## config.mk

```make
export PLATFORM = sky130hd
export DESIGN_NAME = wb_port_arbiter_flat
export DESIGN_NICKNAME = d
export VERILOG_FILES = /design/src/rtl/wb_port_arbiter_if.sv /design/src/rtl/wb_port_arbiter.sv /design/src/flat_wrapper.sv
export SDC_FILE = /design/constraint.sdc
export NUM_CORES = 1
export LEC_CHECK = 0
export ABC_AREA = 0
export CAP_MARGIN = 20
export CORE_UTILIZATION = 56
export CTS_CLUSTER_DIAMETER = 40
export DETAILED_ROUTE_END_ITERATION = 6
export DONT_BUFFER_PORTS = 1
export PLACE_DENSITY_LB_ADDON = 0.12
export SYNTH_ARGS = -nofsm -noshare
export SYNTH_HDL_FRONTEND = slang
export SYNTH_SLANG_ARGS = --single-unit
```

## constraint.sdc

```tcl
create_clock -name clk_i -period 6.52 [get_ports clk_i]
set_input_delay 0 -clock clk_i [delete_from_list [all_inputs] [get_ports clk_i]]
set_output_delay 0 -clock clk_i [all_outputs]
set_load 0.02 [all_outputs]
```

## src/rtl/wb_port_arbiter_if.sv

```systemverilog
// Signal bundle joining the MEM/WB writeback path, the CGRA result port and the
// register-file write port around wb_port_arbiter.
interface wb_port_arbiter_if;
  logic        wb_regwrite_i;
  logic [4:0]  wb_rdaddr_i;
  logic [31:0] wb_data_i;
  logic        cgra_valid_i;
  logic [4:0]  cgra_rdaddr_i;
  logic [31:0] cgra_data_i;
  logic        cgra_ready_o;
  logic        rf_we_o;
  logic [4:0]  rf_waddr_o;
  logic [31:0] rf_wdata_o;
  logic        stall_o;
  logic [31:0] busy_regs_o;

  // Arbiter side
  modport slave (
    input  wb_regwrite_i,
    input  wb_rdaddr_i,
    input  wb_data_i,
    input  cgra_valid_i,
    input  cgra_rdaddr_i,
    input  cgra_data_i,
    output cgra_ready_o,
    output rf_we_o,
    output rf_waddr_o,
    output rf_wdata_o,
    output stall_o,
    output busy_regs_o
  );

  // Pipeline / CGRA / register-file side
  modport master (
    output wb_regwrite_i,
    output wb_rdaddr_i,
    output wb_data_i,
    output cgra_valid_i,
    output cgra_rdaddr_i,
    output cgra_data_i,
    input  cgra_ready_o,
    input  rf_we_o,
    input  rf_waddr_o,
    input  rf_wdata_o,
    input  stall_o,
    input  busy_regs_o
  );
endinterface

```

## src/rtl/wb_port_arbiter.sv

```systemverilog
// Shares the single register-file write port between the pipeline writeback and a
// queued CGRA result stream, with a starvation guard that briefly stalls the pipeline.
module wb_port_arbiter #(
  parameter int unsigned DEPTH        = 4,
  parameter int unsigned STARVE_LIMIT = 8
) (
  input  logic             clk_i,
  input  logic             rst_i,
  wb_port_arbiter_if.slave bus
);

  localparam int unsigned AW = (DEPTH > 1) ? $clog2(DEPTH) : 1;
  localparam int unsigned CW = AW + 1;
  localparam logic [CW-1:0] DEPTH_C = CW'(DEPTH);
  localparam logic [7:0]    LIMIT_C = 8'(STARVE_LIMIT);

  typedef enum logic [1:0] {
    ST_IDLE  = 2'd0,
    ST_WAIT  = 2'd1,
    ST_FORCE = 2'd2
  } state_t;

  // One-hot register mask; x0 never reports busy.
  function automatic logic [31:0] rd_onehot(input logic [4:0] rd);
    logic [31:0] v;
    v     = 32'd0;
    v[rd] = 1'b1;
    v[0]  = 1'b0;
    return v;
  endfunction

  state_t          state_r;
  state_t          state_next_s;
  state_t          post_pop_state_s;
  logic [CW-1:0]   count_r;
  logic [AW-1:0]   wr_ptr_r;
  logic [AW-1:0]   rd_ptr_r;
  logic [7:0]      starve_r;
  logic [7:0]      starve_next_s;
  logic [7:0]      starve_inc_s;
  logic [4:0]      rd_mem_r   [DEPTH];
  logic [31:0]     data_mem_r [DEPTH];

  logic            pipe_eff_s;
  logic            ready_s;
  logic            push_s;
  logic            store_s;
  logic            pop_s;
  logic            stall_s;
  logic            rf_we_s;
  logic [4:0]      rf_waddr_s;
  logic [31:0]     rf_wdata_s;
  logic [4:0]      head_rd_s;
  logic [31:0]     head_data_s;
  logic [31:0]     busy_s;
  logic [AW-1:0]   offs_s;

  assign pipe_eff_s   = bus.wb_regwrite_i && (bus.wb_rdaddr_i != 5'd0);
  assign push_s       = bus.cgra_valid_i && ready_s;
  // Results for x0 complete the handshake but are dropped here.
  assign store_s      = push_s && (bus.cgra_rdaddr_i != 5'd0);
  assign head_rd_s    = rd_mem_r[rd_ptr_r];
  assign head_data_s  = data_mem_r[rd_ptr_r];
  assign starve_inc_s = starve_r + 8'd1;
  assign post_pop_state_s = ((count_r == CW'(1)) && !store_s) ? ST_IDLE : ST_WAIT;

  // Ready uses the pre-pop occupancy; reset presents an empty FIFO.
  always_comb begin
    ready_s = 1'b1;
    if (rst_i) begin
      ready_s = 1'b1;
    end else begin
      ready_s = (count_r < DEPTH_C);
    end
  end

  // Next-state, grant and register-file port selection.
  always_comb begin
    state_next_s  = state_r;
    starve_next_s = starve_r;
    pop_s         = 1'b0;
    stall_s       = 1'b0;
    rf_we_s       = 1'b0;
    rf_waddr_s    = bus.wb_rdaddr_i;
    rf_wdata_s    = bus.wb_data_i;
    if (rst_i) begin
      state_next_s  = ST_IDLE;
      starve_next_s = 8'd0;
      rf_we_s       = pipe_eff_s;
    end else begin
      case (state_r)
        ST_IDLE: begin
          starve_next_s = 8'd0;
          rf_we_s       = pipe_eff_s;
          if (store_s) begin
            state_next_s = ST_WAIT;
          end else begin
            state_next_s = ST_IDLE;
          end
        end
        ST_WAIT: begin
          if (pipe_eff_s) begin
            rf_we_s       = 1'b1;
            starve_next_s = starve_inc_s;
            if (starve_inc_s >= LIMIT_C) begin
              state_next_s = ST_FORCE;
            end else begin
              state_next_s = ST_WAIT;
            end
          end else begin
            pop_s         = 1'b1;
            rf_we_s       = 1'b1;
            rf_waddr_s    = head_rd_s;
            rf_wdata_s    = head_data_s;
            starve_next_s = 8'd0;
            state_next_s  = post_pop_state_s;
          end
        end
        ST_FORCE: begin
          // The frozen MEM/WB stage re-presents its write next cycle.
          stall_s       = 1'b1;
          pop_s         = 1'b1;
          rf_we_s       = 1'b1;
          rf_waddr_s    = head_rd_s;
          rf_wdata_s    = head_data_s;
          starve_next_s = 8'd0;
          state_next_s  = post_pop_state_s;
        end
        default: begin
          state_next_s  = ST_IDLE;
          starve_next_s = 8'd0;
        end
      endcase
    end
  end

  // Busy scoreboard: OR of destination masks over the occupied FIFO slots.
  always_comb begin
    busy_s = 32'd0;
    offs_s = '0;
    for (int i = 0; i < int'(DEPTH); i++) begin
      offs_s = AW'(i) - rd_ptr_r;
      if (CW'(offs_s) < count_r) begin
        busy_s = busy_s | rd_onehot(rd_mem_r[i]);
      end else begin
        busy_s = busy_s;
      end
    end
    if (rst_i) begin
      busy_s = 32'd0;
    end else begin
      busy_s[0] = 1'b0;
    end
  end

  // FSM state, FIFO pointers, occupancy and starvation counter.
  always_ff @(posedge clk_i) begin
    if (rst_i) begin
      state_r  <= ST_IDLE;
      count_r  <= '0;
      wr_ptr_r <= '0;
      rd_ptr_r <= '0;
      starve_r <= 8'd0;
    end else begin
      state_r  <= state_next_s;
      starve_r <= starve_next_s;
      if (store_s) begin
        wr_ptr_r <= wr_ptr_r + AW'(1);
      end
      if (pop_s) begin
        rd_ptr_r <= rd_ptr_r + AW'(1);
      end
      count_r <= count_r + CW'(store_s) - CW'(pop_s);
    end
  end

  // FIFO storage; contents are only meaningful within the occupied window.
  always_ff @(posedge clk_i) begin
    if (store_s && !rst_i) begin
      rd_mem_r[wr_ptr_r]   <= bus.cgra_rdaddr_i;
      data_mem_r[wr_ptr_r] <= bus.cgra_data_i;
    end
  end

  assign bus.cgra_ready_o = ready_s;
  assign bus.rf_we_o      = rf_we_s && (rf_waddr_s != 5'd0);
  assign bus.rf_waddr_o   = rf_waddr_s;
  assign bus.rf_wdata_o   = rf_wdata_s;
  assign bus.stall_o      = stall_s;
  assign bus.busy_regs_o  = busy_s;

endmodule

```

## src/flat_wrapper.sv

```systemverilog
// flat-port wrapper written by rule: the top's interface ports become plain ports
module wb_port_arbiter_flat 
#(
  parameter int unsigned DEPTH        = 4,
  parameter int unsigned STARVE_LIMIT = 8
)
  (clk_i, rst_i, bus_wb_regwrite_i, bus_wb_rdaddr_i, bus_wb_data_i, bus_cgra_valid_i, bus_cgra_rdaddr_i, bus_cgra_data_i, bus_cgra_ready_o, bus_rf_we_o, bus_rf_waddr_o, bus_rf_wdata_o, bus_stall_o, bus_busy_regs_o);
  wb_port_arbiter_if bus_i ();
  input  logic clk_i;
  input  logic rst_i;
  input wire logic [$bits(bus_i.wb_regwrite_i)-1:0] bus_wb_regwrite_i;
  input wire logic [$bits(bus_i.wb_rdaddr_i)-1:0] bus_wb_rdaddr_i;
  input wire logic [$bits(bus_i.wb_data_i)-1:0] bus_wb_data_i;
  input wire logic [$bits(bus_i.cgra_valid_i)-1:0] bus_cgra_valid_i;
  input wire logic [$bits(bus_i.cgra_rdaddr_i)-1:0] bus_cgra_rdaddr_i;
  input wire logic [$bits(bus_i.cgra_data_i)-1:0] bus_cgra_data_i;
  output wire logic [$bits(bus_i.cgra_ready_o)-1:0] bus_cgra_ready_o;
  output wire logic [$bits(bus_i.rf_we_o)-1:0] bus_rf_we_o;
  output wire logic [$bits(bus_i.rf_waddr_o)-1:0] bus_rf_waddr_o;
  output wire logic [$bits(bus_i.rf_wdata_o)-1:0] bus_rf_wdata_o;
  output wire logic [$bits(bus_i.stall_o)-1:0] bus_stall_o;
  output wire logic [$bits(bus_i.busy_regs_o)-1:0] bus_busy_regs_o;
  assign bus_i.wb_regwrite_i = bus_wb_regwrite_i;
  assign bus_i.wb_rdaddr_i = bus_wb_rdaddr_i;
  assign bus_i.wb_data_i = bus_wb_data_i;
  assign bus_i.cgra_valid_i = bus_cgra_valid_i;
  assign bus_i.cgra_rdaddr_i = bus_cgra_rdaddr_i;
  assign bus_i.cgra_data_i = bus_cgra_data_i;
  assign bus_cgra_ready_o = bus_i.cgra_ready_o;
  assign bus_rf_we_o = bus_i.rf_we_o;
  assign bus_rf_waddr_o = bus_i.rf_waddr_o;
  assign bus_rf_wdata_o = bus_i.rf_wdata_o;
  assign bus_stall_o = bus_i.stall_o;
  assign bus_busy_regs_o = bus_i.busy_regs_o;
  wb_port_arbiter #(.DEPTH(DEPTH), .STARVE_LIMIT(STARVE_LIMIT)) u_core (.clk_i(clk_i), .rst_i(rst_i), .bus(bus_i));
endmodule
```

* Word level (Yosys, flattened, before mapping) *
Memory sizes are Yosys's and may differ from the RTL's. A register that Yosys moved wholly into a read port is not among the register bits.
Cells that the tools add are included.

cells by class
  reduce and logical (&&, ||, !) cells = 18
  bitwise logic cells = 5
  eq/ne operators = 3
  order comparisons = 14
  add/subtract/negate cells = 9
  multiplexer cells = 38

operators by type and width
  operator             number
  $mux 32              6
  $or 32x32->32        3
  $pmux 32 s2          1
  $mux 31              1
  $lt 5x6->1 const B   4
  $demux 1 s5          4
  $ge 5x1->1 const B   4
  $reduce_bool 5->1    3
  $mux 1               14
  $lt 2x3->1           4
  $mux 2               6
  $logic_and 1x1->1    10
  $mux 5               2
  $pmux 5 s2           1
  $add 8x1->8 const B  1
  $ge 8x4->1 const B   1
  $pmux 2 s3           1
  $add 2x1->2 const B  2
  $pmux 1 s2           2
  $sub 1x2->2 const A  2
  $sub 2x2->2 const A  2
  $add 3x1->3          1
  $eq 3x1->1 const B   1
  $lt 3x3->1 const B   1
  8 further kinds      10

word-level totals
  output and inout bits = 72
  flip-flop bits (word level) = 17
  bits in writable memories = 148
  memories = 2

memories
  name               words  bits a word  rd ports  clocked after Yosys merged registers in  write ports  RTL line               RTL
  u_core.data_mem_r  4      32           1         1                                        1            wb_port_arbiter.sv:42  logic [31:0] data_mem_r [DEPTH];
  u_core.rd_mem_r    4      5            5         1                                        1            wb_port_arbiter.sv:41  logic [4:0] rd_mem_r [DEPTH];

* Logic depth before layout (Yosys ltp) *
An unclocked memory read counts as a cell.

  word-level depth = 13
  depth in mapped cells = 12
  mapped depth without buffers = 10

* Least setup slack after synthesis *
OpenSTA, ideal clock, no wires.

  kind = register -> register
  from = reg u_core.state_r[1]
  to = reg u_core.count_r[2]
  stages on the path, launching flop included = 13
  clock period less this slack = 2594 ps
  data required time = 6392 ps
  slack = 3926 ps
  arrival time = 2467 ps
  cell sequence = dfxtp_1 inv_1 ha_1 nor2b_1 a311o_1 and2_1 buf_2 buf_2 xor2_1 ha_1 fa_1 xnor2_1 nor2_1

between the ends
  word-level cells in the longest chain between the ends = 4
  elaborated cells between the ends (all ways) = 5
  classes of those cells = add/sub (1); eq/ne (2); mux (2)

RTL lines
  what                                      RTL line                RTL
  from (decl)                               wb_port_arbiter.sv:32   state_t state_r;
  from (signal assigned)                    wb_port_arbiter.sv:165  state_r <= state_next_s;
  $eq 2x2->1 or $eq 2x1->1 (tied branches)  wb_port_arbiter.sv:91   case (state_r)
  $pmux 1 s2 (*)                            wb_port_arbiter.sv:91
  $mux 1 (*)                                wb_port_arbiter.sv:86   if (rst_i) begin
  $sub 3x1->3 (*)                           wb_port_arbiter.sv:173  count_r <= count_r + CW'(store_s) - CW'(pop_s);
  to (signal assigned)                      wb_port_arbiter.sv:173
  to (decl)                                 wb_port_arbiter.sv:35   logic [CW-1:0] count_r;

Mark *: on every way between the ends. The rest lies on a longest branch, timed or not.
A chain may end at the register's enable or synchronous reset.

* Worst setup path after layout *
  from = reg u_core.count_r[1]
  to = out bus_busy_regs_o[8]

between the ends
  word-level cells in the longest chain between the ends = 9
  elaborated cells between the ends (all ways) = 12
  classes of those cells = order compare (4); mux (5); bitwise (3)

RTL lines
  what           RTL line                RTL
  $lt 2x3->1     wb_port_arbiter.sv:143  if (CW'(offs_s) < count_r) begin
  $mux 32        wb_port_arbiter.sv:143
  $or 32x32->32  wb_port_arbiter.sv:144  busy_s = busy_s | rd_onehot(rd_mem_r[i]);
  $mux 32        wb_port_arbiter.sv:143
  $or 32x32->32  wb_port_arbiter.sv:144
  $mux 32        wb_port_arbiter.sv:143
  $or 32x32->32  wb_port_arbiter.sv:144
  $mux 32 (*)    wb_port_arbiter.sv:143
  $mux 31 (*)    wb_port_arbiter.sv:149  if (rst_i) begin
  to (decl)      flat_wrapper.sv:22      output wire logic [$bits(bus_i.busy_regs_o)-1:0] bus_busy_regs_o;

Marks and branches as above.

==> impl_metrics.py <==
metrics = {
    "status": {
        "status": "complete, no violations",
    },
    "layout": {
        "fill_cells": 1015,
        "mostFrequentLayoutCells": "edfxtp_1 (148), a22oi_1 (63), dlygate4sd3_1 (39)",
        "seq_area_mm2": 0.00483,
        "antenna_cells": 0,
        "layout_commonest_cell": "edfxtp_1",
        "area_growth_pct": 13.2,
        "multi_input_area_mm2": 0.00297,
        "nets": 661,
        "post-route-util_pct": 65.2,
        "drive_gt1_share_pct": 15.3,
    },
    "cts": {
        "cts_setup_buffers": 0,
        "clockBufferDepth": 2,
        "cts.sinks": 167,
        "htreeDepth": 4,
        "clk-insertion-delay-late_ns": 0.42,
        "cts_made_buffers": 17,
        "clkTransAtPathRegs_ns": 0.07,
        "root_buffer": "clkbuf_16",
        "cts_tree": "yes",
    },
    "flow_run": {
        "maxCapViolCount": 0,
    },
    "detailed_routing": {
        "route.detailed.drc": 0,
        "drt_iter0_drc": 701,
        "drt_wl_total_um": 17500,
        "ant_nets": 0,
        "drtPass1Iterations": 5,
        "vias": 5096,
        "wl_per_cell_um": 23.0,
        "vias_per_cell": 6.70,
    },
    "sta": {
        "drv_slew": 0,
        "worst_clock_skew_ns": 0.0151,
        "tightest_slew_ns": 1.13,
        "final_hold_viol_count": 0,
        "max_freq_mhz": 322,
        "finalSetupTns_ns": 0,
        "fin_crit_ns": 3.10,
        "setup_viol": 0,
        "relSlewSlack_pct": 23.8,
        "finalCritPeriodShare_pct": 47.6,
        "rsz0062_at_grt": "false",
    },
    "setup_path": {
        "arrival_ns": 3.10,
        "worstRegToRegCells": 9,
        "crit_path_top_delay_cell": "nor3_1",
        "crit_fanout": 7,
        "end_kind": "primary output",
        "slowest_delay_ns": 0.88,
        "crit_type": "flop to primary output",
        "path_common_cell": "a21oi_1",
        "rr_endpoint": "u_core.count_r[2]",
        "crit_path_end": "bus_busy_regs_o[8]",
        "start_kind": "flop",
        "r2r_setup_slack_ns": 3.49,
        "r2r_start": "u_core.state_r[0]",
        "path_cells": "inv_1, ha_1, a21oi_1, o21a_1, nor3_1, a22oi_1, a21oi_1",
        "crit_required_ns": 6.52,
        "critPathLaunch": "u_core.count_r[1]",
    },
    "yosys": {
        "synth_top_family_by_area": "compound AO/OA/AOI/OAI gates",
        "synth_flop_cell": "edfxtp_1",
        "synth_simple_gate_area_share_pct": 7.40,
        "synth_edf_count": 148,
        "ys_ff_latch": 167,
        "ys_warn_count": 0,
        "synth_compound_area_share_pct": 14.9,
        "synthMuxAreaShare_pct": 10.8,
        "yosysSeqAreaShare_pct": 60.3,
        "netlist_area_mm2": 0.00800,
        "synth_fp_nets": 631,
        "synth_top_area_share_pct": 55.6,
        "synth_fa_ha_area_share_pct": 2.44,
        "avgSynthCellArea_um2": 14.9,
        "async_flop_share_pct": 0,
        "ys_types": 47,
        "yosys-top-cells-area": "edfxtp_1 (56%), mux4_2 (9.0%), a22oi_1 (5.9%)",
        "synth_xor_area_share_pct": 1.53,
        "yosysTopAreaCell": "edfxtp_1",
        "syn_inst": 538,
    },
    "global_routing": {
        "grt_use_met2_pct": 40.0,
        "antenna_found_initial": 0,
        "grt_use_total_pct": 24.4,
        "grt-ovfl-total": 0,
        "grt_pass1_wl_um": 26500,
        "use_met1_pct": 30.9,
        "grt_busiest_layer": "met2",
        "grt_start_max_net_pins": 42,
        "groute.layer.met3.usage_pct": 6.30,
        "grt_pass1_vias": 5008,
    },
    "placement": {
        "hpwl_um": 10700,
        "numPortBuffers": 0,
        "routabilityCongestion": 0.886,
    },
    "die": {
        "rows": 43,
        "io_pins": 150,
        "dieArea_mm2": 0.0148,
        "die_x_um": 121,
        "core_mm2": 0.0139,
        "start_util_pct": 57.6,
        "fp.dieH_um": 121,
    },
    "pwr": {
        "max-vdd-ir-drop_mv": 0.219,
        "p_leak_uw": 0.00281,
        "power_density_mw_per_mm2": 281,
    },
    "worst_hold_path": {
        "hp-class": "input port to flop",
    },
}
==> per-layer routing <==
layer	share of wire (%)	vias to the layer above
met2	49	267
met1	41	2536
met3	7.5	42
li1	-	2251
met4	2.4	0
met5	0	-
==> Yosys cell counts, types with 6 or more instances <==
cell type / instances
a211oi_2: 8
a21oi_1: 35
a22o_1: 36
a22oi_1: 63
and2_1: 6
and3_1: 6
and3b_1: 8
buf_2: 8
clkbuf_1: 13
dfxtp_1: 19
edfxtp_1: 148
ha_1: 14
inv_1: 12
mux4_2: 32
nand2_1: 13
nand2b_1: 6
nor2_1: 26
nor3_1: 6
nor3b_1: 12
xnor2_1: 11
==> kinds of logic after synthesis <==
logic type                 count (synthesis)
DFF                                      167
AOI/OAI and AO/OA                        158
and+or+nand+nor                          102
other                                      1
buffers and inverters                     43
adders and majority gates                 15
muxes                                     38
xor gates and xnor gates                  14
==> cell type report <==
class / instances / area share, %
Clock inverter: 15 / 1.62
Inverter: 14 / 0.581
Tap cell: 180 / 2.49
Multi-Input combinational cell: 328 / 32.9
Sequential cell: 167 / 53.3
Clock buffer: 17 / 4.70
Timing Repair Buffer: 40 / 4.40
==> registers in the layout (all words and copies together), names as in the netlist, named ones only <==
signal             count
u_core.data_mem_r    128
u_core.wr_ptr_r        2
u_core.rd_ptr_r        2
u_core.rd_mem_r       20
u_core.count_r         3
u_core.state_r         2
u_core.starve_r        8
==> repair_timing <==
action,CTS,global route
hold endpoints to repair,167,0
hold buffers,39,0
resized for setup,0,0
==> critical path, delay by kind of cell (launching register included) <==
family,cells,cell delay [ns]
flops,1,0.35
buf+inv,1,0.14
simple gates,1,0.88
fa+ha+maj,1,0.32
compound gates,4,0.99
==> per-stage QoR <==
step / setup slack (ns) / hold slack (ns) / total power, uW / cells / instance area, um^2
6_report: 3.42 / 0.0198 / 2550 / 761 / 9050
5_1_grt: 3.25 / 0.0740 / 2630 / 761 / 9050
4_1_cts: 3.48 / 0.0153 / 2560 / 761 / 9050
3_5_place_dp: 3.56 / 0.0732 / 1590 / 690 / 8090
3_3_place_gp: 3.71 / 0.0721 / 1580 / 690 / 8090
2_1_floorplan: 3.93 / 0.0989 / 1520 / 538 / 8000
==> report_power, final <==
part           switching [uW]  internal [uW]
clock                     414            533
combinational             233            120
sequential               26.6           1220
total                     673           1870
==> worst min path at each step <==
| stage | from | end | slack (ns) | cells after the start |
|---|---|---|---|---|
| 2_1_floorplan | bus_cgra_data_i[0] | u_core.data_mem_r[0][0] | 0.1 | 0 |
| 3_3_place_gp | rst_i | flop | 0.07 | 1 |
| 3_5_place_dp | rst_i | flop | 0.07 | 1 |
| 4_1_cts | bus_cgra_valid_i | u_core.wr_ptr_r[1] | 0.02 | 3 |
| 5_1_grt | bus_cgra_valid_i | u_core.wr_ptr_r[1] | 0.07 | 3 |
| 6_report | bus_cgra_valid_i | u_core.wr_ptr_r[1] | 0.02 | 3 |
Power figures use the tool's default switching activity.
